==> src/rtl/apb_led_pwm_pkg.sv <==
// Shared definitions for the APB LED PWM block: register offsets, CTRL/STATUS
// bit positions and the CTRL register layout.
package apb_led_pwm_pkg;

    localparam int unsigned ADDR_W = 6;
    localparam int unsigned DATA_W = 32;
    localparam int unsigned CNT_W  = 8;

    localparam logic [ADDR_W-1:0] OFS_CTRL   = 6'h00;
    localparam logic [ADDR_W-1:0] OFS_PRESC  = 6'h04;
    localparam logic [ADDR_W-1:0] OFS_PERIOD = 6'h08;
    localparam logic [ADDR_W-1:0] OFS_STATUS = 6'h0C;
    localparam logic [ADDR_W-1:0] OFS_DUTY0  = 6'h10;

    localparam int unsigned CTRL_EN     = 0;
    localparam int unsigned CTRL_IRQ_EN = 1;
    localparam int unsigned CTRL_INV    = 2;

    localparam int unsigned STATUS_WRAP = 0;

    // CTRL register image, bit 0 at the bottom
    typedef struct packed {
        logic inv;
        logic irq_en;
        logic en;
    } ctrl_t;

endpackage

==> src/rtl/apb_led_pwm_tick.sv <==
// Prescaler: counts 0..presc while enabled and pulses tick_c on the last count.
// Ports:
//   clk, rst_n : clock, async active-low reset
//   en         : run enable; the counter is held at 0 while low
//   presc      : terminal count (0 gives a tick every cycle)
//   tick_c     : combinational one-cycle tick
module apb_led_pwm_tick #(
    parameter int unsigned PRESC_W = 16
) (
    input  logic               clk,
    input  logic               rst_n,
    input  logic               en,
    input  logic [PRESC_W-1:0] presc,
    output logic               tick_c
);

    logic [PRESC_W-1:0] pcnt;

    // >= rather than == so a PRESC lowered below the running count still
    // terminates the current prescale interval instead of rolling over.
    assign tick_c = en & (pcnt >= presc);

    always_ff @(posedge clk or negedge rst_n) begin : presc_cnt
        if (!rst_n) begin
            pcnt <= '0;
        end else if (!en || tick_c) begin
            pcnt <= '0;
        end else begin
            pcnt <= pcnt + PRESC_W'(1);
        end
    end

endmodule

==> src/rtl/apb_led_pwm.sv <==
// APB-programmable multi-channel LED PWM with shadowed period/duty registers
// and a wrap interrupt.
// Ports:
//   io_systemClk, io_asyncResetn : clock, async active-low reset
//   io_apb_*                     : zero-wait-state APB slave (6-bit decode window)
//   o_led                        : registered PWM outputs, one per channel
//   o_irq                        : level interrupt, WRAP & IRQ_EN
module apb_led_pwm
    import apb_led_pwm_pkg::*;
#(
    parameter int unsigned NUM_CH  = 8,
    parameter int unsigned PRESC_W = 16
) (
    input  logic              io_systemClk,
    input  logic              io_asyncResetn,
    input  logic              io_apb_PSEL,
    input  logic              io_apb_PENABLE,
    input  logic              io_apb_PWRITE,
    input  logic [15:0]       io_apb_PADDR,
    input  logic [31:0]       io_apb_PWDATA,
    output logic [31:0]       io_apb_PRDATA,
    output logic              io_apb_PREADY,
    output logic              io_apb_PSLVERROR,
    output logic [NUM_CH-1:0] o_led,
    output logic              o_irq
);

    localparam int unsigned IDX_W = 4;

    logic              clk;
    logic              rst_n;
    assign clk   = io_systemClk;
    assign rst_n = io_asyncResetn;

    ctrl_t              ctrl;
    logic [PRESC_W-1:0] presc;
    logic [CNT_W-1:0]   period_sh;
    logic [CNT_W-1:0]   period_act;
    logic [CNT_W-1:0]   duty_sh  [NUM_CH];
    logic [CNT_W-1:0]   duty_act [NUM_CH];
    logic [CNT_W-1:0]   cnt;
    logic               wrap_flag;
    logic [NUM_CH-1:0]  led_q;

    logic [ADDR_W-1:0]  addr;
    logic [ADDR_W-1:0]  word_addr;
    logic [IDX_W-1:0]   duty_idx;
    logic               hi_bits;
    logic               misaligned;
    logic               is_duty;
    logic               mapped;
    logic               access_c;
    logic               err_c;
    logic               wr_c;
    logic               rd_c;
    logic               w1c_c;
    logic               tick_c;
    logic               wrap_c;
    logic [DATA_W-1:0]  rdata_c;
    logic               pwdata_unused;

    // Address decode; bits above the 64-byte window select nothing, so any
    // set upper bit is outside the register map.
    assign addr       = io_apb_PADDR[ADDR_W-1:0];
    assign word_addr  = {addr[ADDR_W-1:2], 2'b00};
    assign hi_bits    = |io_apb_PADDR[15:ADDR_W];
    assign misaligned = |addr[1:0];
    assign duty_idx   = addr[ADDR_W-1:2] - IDX_W'(OFS_DUTY0 >> 2);
    assign is_duty    = (word_addr >= OFS_DUTY0) && (duty_idx < IDX_W'(NUM_CH));
    assign mapped     = !hi_bits && ((word_addr == OFS_CTRL)   || (word_addr == OFS_PRESC) ||
                                     (word_addr == OFS_PERIOD) || (word_addr == OFS_STATUS) ||
                                     is_duty);

    // Bus handshake; gated by reset so the slave is silent while held in reset.
    assign access_c = rst_n & io_apb_PSEL & io_apb_PENABLE;
    assign err_c    = access_c & (misaligned | ~mapped);
    assign wr_c     = access_c & io_apb_PWRITE & ~err_c;
    assign rd_c     = access_c & ~io_apb_PWRITE & ~err_c;
    assign w1c_c    = wr_c && (word_addr == OFS_STATUS) && io_apb_PWDATA[STATUS_WRAP];

    assign io_apb_PREADY    = access_c;
    assign io_apb_PSLVERROR = err_c;
    assign io_apb_PRDATA    = rdata_c;

    assign pwdata_unused = ^io_apb_PWDATA;

    // Register writes (shadows for PERIOD/DUTY)
    always_ff @(posedge clk or negedge rst_n) begin : reg_write
        if (!rst_n) begin
            ctrl      <= '0;
            presc     <= '0;
            period_sh <= '0;
            for (int n = 0; n < NUM_CH; n++) begin
                duty_sh[n] <= '0;
            end
        end else if (wr_c) begin
            case (word_addr)
                OFS_CTRL: begin
                    ctrl.en     <= io_apb_PWDATA[CTRL_EN];
                    ctrl.irq_en <= io_apb_PWDATA[CTRL_IRQ_EN];
                    ctrl.inv    <= io_apb_PWDATA[CTRL_INV];
                end
                OFS_PRESC:  presc     <= io_apb_PWDATA[PRESC_W-1:0];
                OFS_PERIOD: period_sh <= io_apb_PWDATA[CNT_W-1:0];
                default: ;
            endcase
            for (int n = 0; n < NUM_CH; n++) begin
                if (is_duty && (duty_idx == IDX_W'(n))) begin
                    duty_sh[n] <= io_apb_PWDATA[CNT_W-1:0];
                end
            end
        end
    end

    // Read mux
    always_comb begin : read_mux
        rdata_c = '0;
        if (rd_c) begin
            case (word_addr)
                OFS_CTRL:   rdata_c = DATA_W'(ctrl);
                OFS_PRESC:  rdata_c = DATA_W'(presc);
                OFS_PERIOD: rdata_c = DATA_W'(period_sh);
                OFS_STATUS: rdata_c[STATUS_WRAP] = wrap_flag;
                default: begin
                    for (int n = 0; n < NUM_CH; n++) begin
                        if (is_duty && (duty_idx == IDX_W'(n))) begin
                            rdata_c = DATA_W'(duty_sh[n]);
                        end
                    end
                end
            endcase
        end
    end

    apb_led_pwm_tick #(
        .PRESC_W (PRESC_W)
    ) u_tick (
        .clk    (clk),
        .rst_n  (rst_n),
        .en     (ctrl.en),
        .presc  (presc),
        .tick_c (tick_c)
    );

    assign wrap_c = ctrl.en & tick_c & (cnt == period_act);

    // Period counter and shadow-to-active transfer (every cycle while idle)
    always_ff @(posedge clk or negedge rst_n) begin : pwm_core
        if (!rst_n) begin
            cnt        <= '0;
            period_act <= '0;
            for (int n = 0; n < NUM_CH; n++) begin
                duty_act[n] <= '0;
            end
        end else begin
            if (!ctrl.en || wrap_c) begin
                cnt <= '0;
            end else if (tick_c) begin
                cnt <= cnt + CNT_W'(1);
            end
            if (!ctrl.en || wrap_c) begin
                period_act <= period_sh;
                for (int n = 0; n < NUM_CH; n++) begin
                    duty_act[n] <= duty_sh[n];
                end
            end
        end
    end

    // WRAP status: a wrap in the same cycle as a W1C wins
    always_ff @(posedge clk or negedge rst_n) begin : wrap_status
        if (!rst_n) begin
            wrap_flag <= 1'b0;
        end else begin
            wrap_flag <= wrap_c | (wrap_flag & ~w1c_c);
        end
    end

    // Registered comparators
    always_ff @(posedge clk or negedge rst_n) begin : led_out
        if (!rst_n) begin
            led_q <= '0;
        end else begin
            for (int n = 0; n < NUM_CH; n++) begin
                led_q[n] <= (ctrl.en & (cnt < duty_act[n])) ^ ctrl.inv;
            end
        end
    end

    assign o_led = led_q;
    assign o_irq = wrap_flag & ctrl.irq_en;

endmodule

==> config.mk <==
export PLATFORM = sky130hd
export DESIGN_NAME = apb_led_pwm
export DESIGN_NICKNAME = d
export VERILOG_FILES = /design/src/rtl/apb_led_pwm_pkg.sv /design/src/rtl/apb_led_pwm_tick.sv /design/src/rtl/apb_led_pwm.sv
export SDC_FILE = /design/constraint.sdc
export NUM_CORES = 1
export LEC_CHECK = 0
export BUFFER_PORTS_ARGS = -buffer_cell sky130_fd_sc_hd__buf_4
export CORE_ASPECT_RATIO = 1.75
export CORE_MARGIN = 10
export CORE_UTILIZATION = 55
export DETAILED_ROUTE_END_ITERATION = 8
export GPL_ROUTABILITY_DRIVEN = 0
export PLACE_DENSITY = 0.74
export SLEW_MARGIN = 0
export SYNTH_ARGS = -nofsm -noshare
export SYNTH_HDL_FRONTEND = slang
export SYNTH_SLANG_ARGS = --single-unit
==> constraint.sdc <==
create_clock -name io_systemClk -period 6.4 [get_ports io_systemClk]
set_input_delay 0 -clock io_systemClk [delete_from_list [all_inputs] [get_ports io_systemClk]]
set_output_delay 0 -clock io_systemClk [all_outputs]
set_load 0.05 [all_outputs]
### Word level (Yosys, flattened, before mapping)

Cells that the tools add are included.

* register bits: 196
* word-level logic and storage cells: 135
* input bits: 53
* output and inout bits: 43

* mux-type cells: 14
* eq/ne operators: 11
* $lt $le $gt $ge: 11
* add/subtract/negate cells: 3
* reductions and logical operators: 36
* bitwise operators: 34

Operator list (count)
* 2-to-1 mux 32 bit: 8
* one-hot mux 31 bit (4 select lines): 1
* < comparator 8 bit: 8
* 2-to-1 mux 8 bit: 3
* AND reduction 2 bit: 11
* AND 1 bit: 20
* adder 16 x 1 -> 16 bit, second input constant: 1
* == test 4 x 2 -> 1 bit, second input constant: 4
* == test 4 x 3 -> 1 bit, second input constant: 4
* greater-or-equal comparator 16 bit: 1
* 2-to-1 mux 16 bit: 1
* logical AND 1 bit: 12
* OR reduction 10 bit: 1
* adder 8 x 1 -> 8 bit, second input constant: 1
* == test 4 x 1 -> 1 bit, second input constant: 2
* == test 8 bit: 1
* bitwise XOR 1 bit: 8
* greater-or-equal comparator 6 x 5 -> 1 bit, second input constant: 1
* zero test 6 bit: 1
* logical OR 1 bit: 6
* zero test 4 bit: 1
* < comparator 4 bit, second input constant: 1
* NOT 1 bit: 4
* one-hot mux 1 bit (4 select lines): 1
* other kinds (5): 7

### Depth between registers and ports, before layout

* depth after elaboration: 16
* depth in mapped cells: 10
* mapped depth without buffers: 8

### Modules after synthesis

Synthesis repeated with hierarchy kept, for this count alone.

* cells, all modules: 1010
* area, all modules: 11225.8 um2

By module, submodules not included
* apb_led_pwm: area each 10043.4 um2, cells an instance 883, seq. area each 4504.3 um2, instances 1
* apb_led_pwm_tick: area each 1182.4 um2, cells an instance 127, seq. area each 400.4 um2, instances 1

### Worst setup path before layout

Ideal clock, no wire load.

* kind: register to register
* start: register u_tick.pcnt[2]
* end: register duty_act[10] (netlist bit)
* data required time: 6.251 ns
* clock period less this slack: 2.308 ns
* buffers on the path: 2
* arrival: 2.159 ns
* stages on the path, launching flop included: 10
* setup time: 0.149 ns
* setup slack: 4.092 ns
* path through: dfrtp_1 ha_1 a21oi_1 o21ai_0 a221oi_1 o21ai_1 buf_2 buf_1 a311oi_1 o311ai_0

* word-level cells in the longest chain between the ends: 5

RTL lines
* from (decl): line apb_led_pwm_tick.sv:17 `logic [PRESC_W-1:0] pcnt;`
* from (signal assigned): line apb_led_pwm_tick.sv:29 `pcnt <= pcnt + PRESC_W'(1);`
* greater-or-equal comparator 16 bit: line apb_led_pwm_tick.sv:21 `assign tick_c = en & (pcnt >= presc);`
* AND 1 bit: line apb_led_pwm_tick.sv:21
* AND 1 bit (2 in series): line apb_led_pwm.sv:145 `assign wrap_c = ctrl.en & tick_c & (cnt == period_act);`
* logical OR 1 bit: line apb_led_pwm.sv:161 `if (!ctrl.en || wrap_c) begin`
* to (signal, indexed assignment): line apb_led_pwm.sv:164 `duty_act[n] <= duty_sh[n];`
* to (decl): line apb_led_pwm.sv:40 `logic [CNT_W-1:0] duty_act [NUM_CH];`

No other way between the ends.
A chain may end at the register's enable or synchronous reset.

### Worst setup path in the final report

* start: register cnt[6]
* end: register duty_act[47] (netlist bit)

* word-level cells in the longest chain between the ends: 3

RTL lines
* from (decl): line apb_led_pwm.sv:41 `logic [CNT_W-1:0] cnt;`
* from (signal assigned): line apb_led_pwm.sv:159 `cnt <= cnt + CNT_W'(1);`
* == test 8 bit: line apb_led_pwm.sv:145
* AND 1 bit: line apb_led_pwm.sv:145
* logical OR 1 bit: line apb_led_pwm.sv:161

No other way between the ends.

==> out/qor.yml <==
status: "complete, no violations"
ys_types: 55
critical_path.max_fanout: 99
grt_max_degree: 119
route.detailed.drc: 0
r2r_slack_ns: 2.70
min_to: "wrap_flag"
hold_viol: 0
synth.cell_area_sq_um: 12900
switching_share: 0.228
rows: 74
async_flop_share: 1.00
hold_class: "primary input to flop"
vdd_drop_max_mv: 0.166
multi_input_area_sq_um: 7150
syn_inst: 1376
drv_slew: 0
finalPower_mw: 2.55
root_buffer: "clkbuf_16"
timing.critical_path.buf_inv: 2
setup_slack_ns: 2.70
h-tree-depth: 4
area.growth.synth_to_final_pct: 9.59
n_antenna_cell: 0
max_freq_mhz: 271
ys_seq_area_frac: 0.381
grt_pass1_wl_um: 56100
fillCellCount: 1998
die_width_um: 136
critPathKind: "flop to flop"
drt_iter0_drc: 922
antenna_found_initial: 0
numPortBuffers: 63
grt.overflow.total: 0
cpPeakStageDelay_ns: 0.97
clk_pin_slew_ns: 0.07
cts_buffer_depth: 2
path_delay_family: "buffers and inverters"
yosysWarnings: 0
syn_area_per_cell_sq_um: 9.35
wl_per_cell_um: 20.9
rr_endpoint: "duty_act[47]"
finalCritPeriodShare: 0.578
hold_start: "io_apb_PADDR[3]"
finalSetupTns_ns: 0
yosys_register_bits: 196
cp-start-kind: "flop"
slew_headroom: 0.260
die_y_um: 222
min_path_cells: 4
min_period_ns: 3.70
crit_top_cell: "buf_4"
routed_wirelength_um: 35400
register_area_sq_um: 4910
rsz0062_at_grt: "false"
grt_use_total: 0.234
power.density_nw_per_um2: 181
end_kind: "flop"
leakagePower_nw: 6.44
first_global_vias: 10600
dpl.hpwl_um: 23100
cts_tree: "done"
r2r_cells: 8
p_comb_frac: 0.049
power_frac_clock: 0.466
fin_nets: 1511
finalClockSkew_ns: 0.00809
synthFlopType: "dfrtp_1"
layout-drive-gt1-share: 0.144
worst_slew_pin_slew_ns: 1.11
power.internal_mw: 1.97
synth-edff-count: 0
first_pass_iters: 5
cts_buffers: 17
cts_sinks: 196
die-area_sq_um: 30100
cts.repair.resized: 0
r2r_start: "cnt[6]"
initial_utilization: 0.553
place_ws_ns: 2.80
pwr-share-seq: 0.485
slowest_stage: "dfrtp_1"
drtAntennaViolNets: 0
final_cell_mix: "dfrtp_1, nor2_1, nand2_1"
final_common_cell: "dfrtp_1"
finalSetupViolCount: 0
num_io_pins: 96
cp_cell_sequence: "xnor2_1, nand3_1, nor3_4, buf_4, buf_4, nor2_1, a311oi_1, o311ai_0"
drv_cap: 0
worstPathArrival_ns: 3.98
clock_latency_ns: 0.46
via_count: 10800
switchingPower_mw: 0.581
core_sq_um: 23200
viasPerCell: 6.38
cp.required_ns: 6.68
## stage by stage
stage | std cells | area [sq um] | utilization | hold slack, ns
after floorplan | 1391 | 12900 | - | -0.296
after global placement | 1647 | 13300 | 0.572 | 0.0473
after detailed placement | 1647 | 13300 | 0.572 | 0.0528
after CTS | 1694 | 14100 | 0.606 | 0.0195
after global routing | 1694 | 14100 | 0.606 | 0.0891
final | 1694 | 14100 | 0.606 | 0.0302
## routing by layer
metal / vias to the layer above / share of wire / GRT usage
met5: - / 0 / 0
met1: 5411 / 0.39 / 0.272
met4: 0 / 0.042 / 0.120
li1: 4996 / - / -
met3: 77 / 0.045 / 0.0398
met2: 324 / 0.52 / 0.401
## worst reg2reg max path: stages, from the launching register on
cell and delay, ns:
dfrtp_1 0.97, xnor2_1 0.20, nand3_1 0.16, nor3_4 0.19, buf_4 0.50, buf_4 0.84, nor2_1 0.19, a311oi_1 0.30
o311ai_0 0.18
## power groups by stage
stage	sequential (mW)	clock (mW)	combinational, mW
5_1_grt	1.24	1.25	0.136
4_1_cts	1.24	1.20	0.126
3_5_place_dp	1.26	0	0.117
3_3_place_gp	1.26	0	0.117
6_report	1.24	1.19	0.125
2_1_floorplan	1.26	0	0.0659
## worst max path at each step
stage	slack, ns	cells past startpoint	from	to
global route	2.45	7	ctrl[0]	duty_act[50]
detailed placement	2.80	8	cnt[6]	duty_act[56]
floorplan	4.09	9	u_tick.pcnt[2]	duty_act[10]
global placement	2.96	8	cnt[6]	duty_act[39]
CTS	2.78	8	cnt[6]	duty_act[51]
finish	2.70	8	cnt[6]	duty_act[47]
## kinds of logic (layout without fill, tap and decap cells)
kind of cell	count (synthesis)	count (layout)	synth area share
and+or+nand+nor	500	500	0.197
AOI/OAI and AO/OA	277	277	0.164
buffers and inverters	200	199	0.0691
DFF	196	196	0.381
muxes	93	93	0.0909
adders and majority gates	79	79	0.0769
xor gates and xnor gates	30	30	0.0204
other	1	16	0.000292
## registers in the layout (all words and copies together) (netlist names)
| signal | cells |
|---|---|
| cnt | 8 |
| period_act | 8 |
| ctrl | 3 |
| duty_sh | 64 |
| period_sh | 8 |
| o_led | 8 |
| presc | 16 |
| u_tick.pcnt | 16 |
| wrap_flag | 1 |
| duty_act | 64 |
## synth_stat cells, drive strengths merged, types with 3 or more instances
master / number / share of area
inv: 78 / 0.023
a21o: 9 / 0.0053
xnor2: 23 / 0.016
buf: 51 / 0.026
nand2: 115 / 0.034
nand3: 19 / 0.0074
a21oi: 25 / 0.0097
nand2b: 84 / 0.041
mux2i: 8 / 0.0062
nor2b: 4 / 0.0019
o311ai: 72 / 0.049
a311oi: 72 / 0.049
dfrtp: 196 / 0.38
or4: 4 / 0.0023
mux4: 9 / 0.016
o211ai: 10 / 0.0058
nor2: 133 / 0.039
a211oi: 16 / 0.0093
a22oi: 4 / 0.0023
nor3: 24 / 0.013
nand4: 10 / 0.0049
o21ai: 39 / 0.015
nand3b: 10 / 0.0058
a221oi: 3 / 0.0020
o2111ai: 10 / 0.0068
a31oi: 6 / 0.0029
xor2: 7 / 0.0048
mux2: 76 / 0.069
and3: 84 / 0.041
and2: 3 / 0.0015
ha: 79 / 0.077
clkbuf: 71 / 0.021
## final cells by class
| type | instances | share of cell area |
|---|---|---|
| well taps | 304 | 0.0270 |
| multi-input cells | 995 | 0.507 |
| flip-flops and latches | 196 | 0.348 |
| clock inverters | 10 | 0.0129 |
| clock buffers | 20 | 0.0317 |
| repair buffers | 91 | 0.0519 |
| inverters | 78 | 0.0208 |
## repair_timing
item / in CTS / in global routing
hold buffers: 17 / 0
hold endpoints to repair: 166 / 0
endpoints found under the setup margin: 0 / 0
buffers inserted: 0 / 0
Power figures use the tool's default switching activity.
